==> src/rtl/imem_loader.sv <==
`default_nettype none
// ============================================================================
// Module      : imem_loader
// Description : Instruction-memory loader and store. Assembles a big-endian
//               byte stream from the host into 32-bit words, writes them to
//               a word-addressed instruction memory and holds the CPU fetch
//               stage until a complete program has been written. The fetch
//               stage reads the memory through a combinational port.
// Revision    : 1.0 - initial release
// ============================================================================
module imem_loader #(
    parameter int DEPTH = 32,
    parameter int AW    = 5
) (
    input  logic          clk,
    input  logic          reset,
    input  logic          start,
    input  logic [AW:0]   load_words,
    input  logic          byte_valid,
    input  logic [7:0]    byte_data,
    output logic          byte_ready,
    input  logic [AW-1:0] fetch_addr,
    output logic [31:0]   fetch_instr,
    output logic          cpu_hold,
    output logic          load_done,
    output logic          load_err,
    output logic [AW:0]   words_loaded
);

    // State encoding
    localparam logic [1:0] c_idle = 2'd0;
    localparam logic [1:0] c_load = 2'd1;
    localparam logic [1:0] c_done = 2'd2;

    localparam logic [AW:0] c_depth   = (AW + 1)'(DEPTH);
    localparam logic [AW:0] c_one     = (AW + 1)'(1);
    localparam logic [1:0]  c_last_by = 2'd3;

    logic [1:0]  r_state;
    logic [1:0]  w_state_nxt;
    logic [AW:0] r_target;
    logic [AW:0] r_words;
    logic [1:0]  r_cnt;
    // Only the three most recent bytes are needed: the fourth arrives with
    // the write itself.
    logic [23:0] r_asm;
    logic        r_err;

    logic        w_count_ok;
    logic        w_go;
    logic        w_bad;
    logic        w_accept;
    logic        w_word;
    logic        w_last;
    logic [AW:0] w_words_inc;

    // Program store; deliberately not reset, there is no initial image.
    logic [31:0] r_mem [DEPTH];

    assign w_count_ok  = (load_words != '0) && (load_words <= c_depth);
    assign w_accept    = byte_valid && (r_state == c_load);
    assign w_word      = w_accept && (r_cnt == c_last_by);
    assign w_words_inc = r_words + c_one;
    assign w_last      = w_word && (w_words_inc == r_target);

    // State register
    always_ff @(posedge clk or posedge reset) begin
        if (reset) begin
            r_state <= c_idle;
        end else begin
            r_state <= w_state_nxt;
        end
    end

    // Next-state decode; start requests are only honoured outside LOAD
    always_comb begin
        w_state_nxt = r_state;
        w_go        = 1'b0;
        w_bad       = 1'b0;
        case (r_state)
            c_idle, c_done: begin
                if (start) begin
                    if (w_count_ok) begin
                        w_state_nxt = c_load;
                        w_go        = 1'b1;
                    end else begin
                        w_state_nxt = c_idle;
                        w_bad       = 1'b1;
                    end
                end
            end
            c_load: begin
                if (w_last) begin
                    w_state_nxt = c_done;
                end
            end
            default: begin
                w_state_nxt = c_idle;
            end
        endcase
    end

    // Load bookkeeping: target latch, byte assembly, word count, error flag
    always_ff @(posedge clk or posedge reset) begin
        if (reset) begin
            r_target <= '0;
            r_words  <= '0;
            r_cnt    <= '0;
            r_asm    <= '0;
            r_err    <= 1'b0;
        end else if (w_go) begin
            r_target <= load_words;
            r_words  <= '0;
            r_cnt    <= '0;
            r_err    <= 1'b0;
        end else if (w_bad) begin
            r_err    <= 1'b1;
        end else if (w_accept) begin
            r_asm <= {r_asm[15:0], byte_data};
            r_cnt <= r_cnt + 2'd1;
            if (r_cnt == c_last_by) begin
                r_words <= w_words_inc;
            end
        end
    end

    // Memory write on the edge that accepts the fourth byte of a word
    always_ff @(posedge clk) begin
        if (w_word) begin
            r_mem[r_words[AW-1:0]] <= {r_asm, byte_data};
        end
    end

    assign fetch_instr  = r_mem[fetch_addr];
    assign byte_ready   = (r_state == c_load);
    assign load_done    = (r_state == c_done);
    assign cpu_hold     = (r_state != c_done);
    assign load_err     = r_err;
    assign words_loaded = r_words;

endmodule
`default_nettype wire

==> config.mk <==
export PLATFORM = sky130hd
export DESIGN_NAME = imem_loader
export DESIGN_NICKNAME = d
export VERILOG_FILES = /design/src/rtl/imem_loader.sv
export SDC_FILE = /design/constraint.sdc
export NUM_CORES = 1
export LEC_CHECK = 0
export ABC_CLOCK_PERIOD_IN_PS = 7500
export BUFFER_PORTS_ARGS = -buffer_cell sky130_fd_sc_hd__clkbuf_2
export CORE_MARGIN = 1.5
export CORE_UTILIZATION = 60
export DETAILED_ROUTE_END_ITERATION = 7
export HOLD_SLACK_MARGIN = 0.05
export PLACE_DENSITY = 0.84
export SETUP_SLACK_MARGIN = 0.2
export SLEW_MARGIN = 30
export SYNTH_ARGS = -nofsm -noshare
export SYNTH_HDL_FRONTEND = slang
export SYNTH_SLANG_ARGS = --single-unit
==> constraint.sdc <==
create_clock -name clk -period 7.5 [get_ports clk]
set_clock_uncertainty 0.15 [all_clocks]
set_input_delay 1.125 -clock clk [delete_from_list [all_inputs] [get_ports clk]]
set_output_delay 1.125 -clock clk [all_outputs]
set_load 0.02 [all_outputs]
[After elaboration in Yosys (flattened, before gate mapping)]
Memories as Yosys holds them, arrays and structs flattened.
Cells that the tools add are included.
Storage, ports and cells
  logic and storage cells: 55
  register bits after elaboration: 41
  bits of input ports: 23
  RAM bits: 1024
  memories kept: 1
  output and inout port bits: 42
Cells by class
  add/subtract/negate cells: 2
  bitwise logic cells: 2
  order comparisons: 1
  reduce and logical (&&, ||, !) cells: 14
  muxes and demuxes: 21
  equality and inequality tests: 8
Memories
  r_mem: words 32, width 32, read ports 1, clocked after Yosys merged registers in 0, wr ports 1, RTL line 58  | logic [31:0] r_mem [DEPTH];
Operator list (count)
  $mux W6: 4
  $mux W1: 11
  $mux W2: 5
  $add A6 B1 Y6 const B: 1
  $eq A6 B6 Y1: 1
  $le A6 B6 Y1 const B: 1
  $ne A2 B2 Y1 const B: 3
  $reduce_and A3 Y1: 2
  $reduce_bool A2 Y1: 3
  $reduce_bool A6 Y1: 1
  $eq A2 B2 Y1 const B: 2
  $logic_and A1 B1 Y1: 4
  $pmux W2 S2: 1
  $reduce_and A2 Y1: 2
  $add A2 B1 Y2 const B: 1
  $eq A2 B1 Y1 const B: 1
  $logic_not A2 Y1: 1
  $ne A2 B1 Y1 const B: 1
  $not A1 Y1: 2
  $reduce_or A2 Y1: 1

[Logic depth before layout (Yosys ltp)]
  word-level depth: 7
  depth in mapped cells: 7
  mapped depth without buffers: 6

[Worst setup path before layout]
Ideal clock, no wire load.
  path type: input-to-reg
  start: in byte_valid
  end: mem r_mem[27][0], enable pin
  slack: 3716 ps
  path buffers: 1
  stages on the path: 4
  arrival time: 3213 ps
  setup time: 421 ps
  data required time: 6929 ps
  cell sequence: and4b_1 > clkbuf_1 > nand2_1 > nor2_1
Between the ends
  word-level cells in the longest chain between the ends: 4
Ends and longest elaborated chain
  start, declared: RTL line 19  | input logic byte_valid,
  $logic_and A1 B1 Y1: RTL line 61  | assign w_accept = byte_valid && (r_state == c_load);
  $logic_and A1 B1 Y1: RTL line 62  | assign w_word = w_accept && (r_cnt == c_last_by);
  $mux W1: RTL line 129  | if (w_word) begin
  $mux W1 (implied by the code): RTL line 130  | r_mem[r_words[AW-1:0]] <= {r_asm, byte_data};
  end, declared: RTL line 58
No other way between the ends.

[Worst setup path after layout]
  start: in fetch_addr[1]
  end: out fetch_instr[12]
Between the ends
  word-level cells in the longest chain between the ends: 1
Ends and longest elaborated chain
  start, declared: RTL line 22  | input logic [AW-1:0] fetch_addr,
  $mem_v2 Z32 W32
  end, declared: RTL line 23  | output logic [31:0] fetch_instr,
No other way between the ends.

==> run metrics <==
Cell Area, Synth 0.0414 mm^2; Seq pwr share 56.5%; top_reg_cell synth edfxtp_1; pre-CTS setup slack 2.68 ns; gp weighted congestion 0.777; cells on worst reg2reg path 5; Synth top area share 74.3%; Clk Latency, worst-skew pair 0.66 ns; Int Power 9.98 mW; vias in the first global route 22900; switching power 3.07 mW; Hold WC Path Type flip-flop to flip-flop; Cell Area, Placed 0.0430 mm^2; clock-pin slew on the worst setup and hold paths 0.06 ns; end of the worst hold path r_target[1]$_DFFE_PP0N_; Syn Nets 2401; CTS tree built; root buffer cell clkbuf_16; synthesis-to-layout area growth 11.7%; Max Slew Vio Count 0; Final Non-Filler Cells 3427; WL per Instance 29.9 um; Setup CP Type input port to output pin; synthesized instance count 2373; Initial Util 60.5%; vias per cell 6.78; setup ws final 2.56 ns; unrepaired setup endpoints after global routing false; slowest CP cell buf_4; # setup viols final 0; number of synthesized flops with an enable pin 1024; initial antenna violation count 5; Max Buffers Root-to-Sink 3; first-pass GRT wire length 147000 um; syn avg cell area 17.4 um^2; status finished clean; cell taking the most area after synthesis edfxtp_1; Die H 266 um; R2R Path End r_mem[8][4]$_DFFE_PP_; Overflow after GRT 0; Hold Path Stages 1; CTS buffer count 99; reg2reg start r_cnt[0]$_DFFE_PP0P_; Final min period 4.94 ns; GRT Total Usage 28.9%; Rel. slew slack 34.5%; Clk network pwr share 37.2%; synth warn 0; worst vdd ir 0.000212 V; # clock sinks 1065; CP arrival 3.66 ns; Critical Path Sink Type output pin; Port Buffers 64; Area contributors post-synth edfxtp_1 (74%), mux2i_1 (12%), a22oi_1 (2.9%); post-DP HPWL 47400 um; Worst Path Required 6.22 ns; most frequent cell after synthesis edfxtp_1; largest net degree at the start of global routing 129; detailed-route wire length 103000 um; Critical Path Start Type input port; Tot Pwr 13.1 mW; die area 0.0706 mm^2; Post-CTS Resized 0; Worst Max-Slew Pin Slew 0.980 ns; detailed-route DRC error count 0; Pwr Density 282 mW/mm^2; Routed Antenna Nets 0; worst-path maximum fanout 53; Synth Register Bits 1065; f_max 203 MHz; layout cells sized above 1 13.7%; fin crit share 65.8%; htree depth 3; post-CTS setup buffer count 0; First-pass DRT Iterations 6; Fin. Hold Viols 0; Final Hold Slack 0.361 ns; row cnt 96; register area share after synthesis 76.8%; design area 0.0462 mm^2; library cells used by synthesis 41; CP max stage delay 0.57 ns; core area 0.0685 mm^2; max cap viols 0; Comb power frac 6.3%; P_leak 16.1 nW; initial drt markers 3459; TNS Setup 0 ns; die extent in x 266 um; Util after Layout 67.5%; FFs w/ async S/R, synth 3.85%; # hold bufs at CTS 0; Nets 2487; Placed Cells 3238; top cells by count, synth edfxtp_1 (1024), mux2i_1 (512), a22oi_1 (160); Net Sw Frac 23.5%; r2r setup slk 4.06 ns; CP Cell Sequence buf_8 -> buf_16 -> buf_4 -> mux2i_1 -> a22oi_1 -> nand3_1 -> nand4_1 -> clkbuf_2; Ports 65; hold path startpoint r_target[1]$_DFFE_PP0N_; vias 23200
## worst max path at each step
stage	from	end	slack (ns)	cells after the start
after CTS	fetch_addr[1]	fetch_instr[12]	2.62	7
after global placement	fetch_addr[1]	fetch_instr[12]	2.78	7
final	fetch_addr[1]	fetch_instr[12]	2.56	8
after detailed placement	fetch_addr[1]	fetch_instr[12]	2.68	7
after floorplan	byte_valid	r_mem[27][0]$_DFFE_PP_	3.72	4
after global routing	fetch_addr[1]	fetch_instr[12]	2.53	8
## state kept, by name (all words and copies together), names as in the netlist
signal	flops
r_state	2
r_asm	24
load_err	1
r_cnt	2
words_loaded	6
r_mem	1024
r_target	6
## final cells by class
| type | instances | area (um^2) |
|---|---|---|
| Antenna cell | 3 | 7.51 |
| Clock buffer | 131 | 2710 |
| Clock inverter | 53 | 412 |
| Fill cell | 4185 | 22200 |
| Inverter | 6 | 22.5 |
| Multi-Input combinational cell | 1167 | 9290 |
| Sequential cell | 1065 | 31800 |
| Tap cell | 882 | 1100 |
| Timing Repair Buffer | 120 | 911 |
## power by group through the flow
stage	Combinational, mW	Sequential [mW]	Clock [mW]
5_1_grt	0.877	7.41	5.09
6_report	0.826	7.37	4.85
2_1_floorplan	0.521	7.33	0
4_1_cts	0.816	7.36	4.86
3_5_place_dp	0.807	7.48	0
3_3_place_gp	0.775	7.44	0
## layout by cell type, fill, tap and decap left out, drive strengths merged
master    netlist  final
a211o           2      2
a21o            1      1
a21oi          97     97
a22oi         160    160
a31oi           2      2
and2            1      1
and4b           1      1
buf            64     57
bufinv          0      5
clkbuf         71    194
clkinv          0     39
clkinvlp        0      3
dfrtp          41     41
diode           0      3
edfxtp       1024   1024
ha              5      5
inv             6     12
mux2           30     30
mux2i         512    512
nand2         110    110
nand2b          3      3
nand3         131    131
nand3b          2      2
nand4          34     34
nand4b          1      1
nor2           39     39
nor2b           5      5
nor3            3      3
nor4bb          1      1
o211ai          1      1
o21ai           4      4
o22ai           2      2
o31ai           2      2
or2             3      3
or3             2      2
or3b            2      2
or4             1      1
xnor2           5      5
xor2            5      5
## logic make-up (layout without fill, tap and decap cells)
logic type,Yosys count,count (layout),synth area share [%]
XOR/XNOR,10,10,0.212
flip-flops,1065,1065,76.8
AND/OR/NAND/NOR,339,339,3.86
AO/OA/AOI/OAI,271,271,4.31
buffers and inverters,141,310,1.49
adder cells (fa/ha/maj),5,5,0.151
multiplexers,542,542,13.2
other,0,3,0
## critical path: cells and delay by family
family,cells,cell delay (ns)
simple gates,2,0.36
buf+inv,4,1.56
mux,1,0.18
compound gates,1,0.32
## metal layers
metal | GRT usage [%] | up-vias | routed length, um | share of wire, %
met5 | 0 | - | 25 | 0.024
met4 | 10.8 | 4 | 3660 | 3.6
met3 | 6.69 | 296 | 12100 | 12
met2 | 45.1 | 1699 | 48600 | 47
met1 | 40.3 | 11700 | 38100 | 37
li1 | - | 9554 | - | -
No activity file was read; power rests on OpenSTA's default activity.
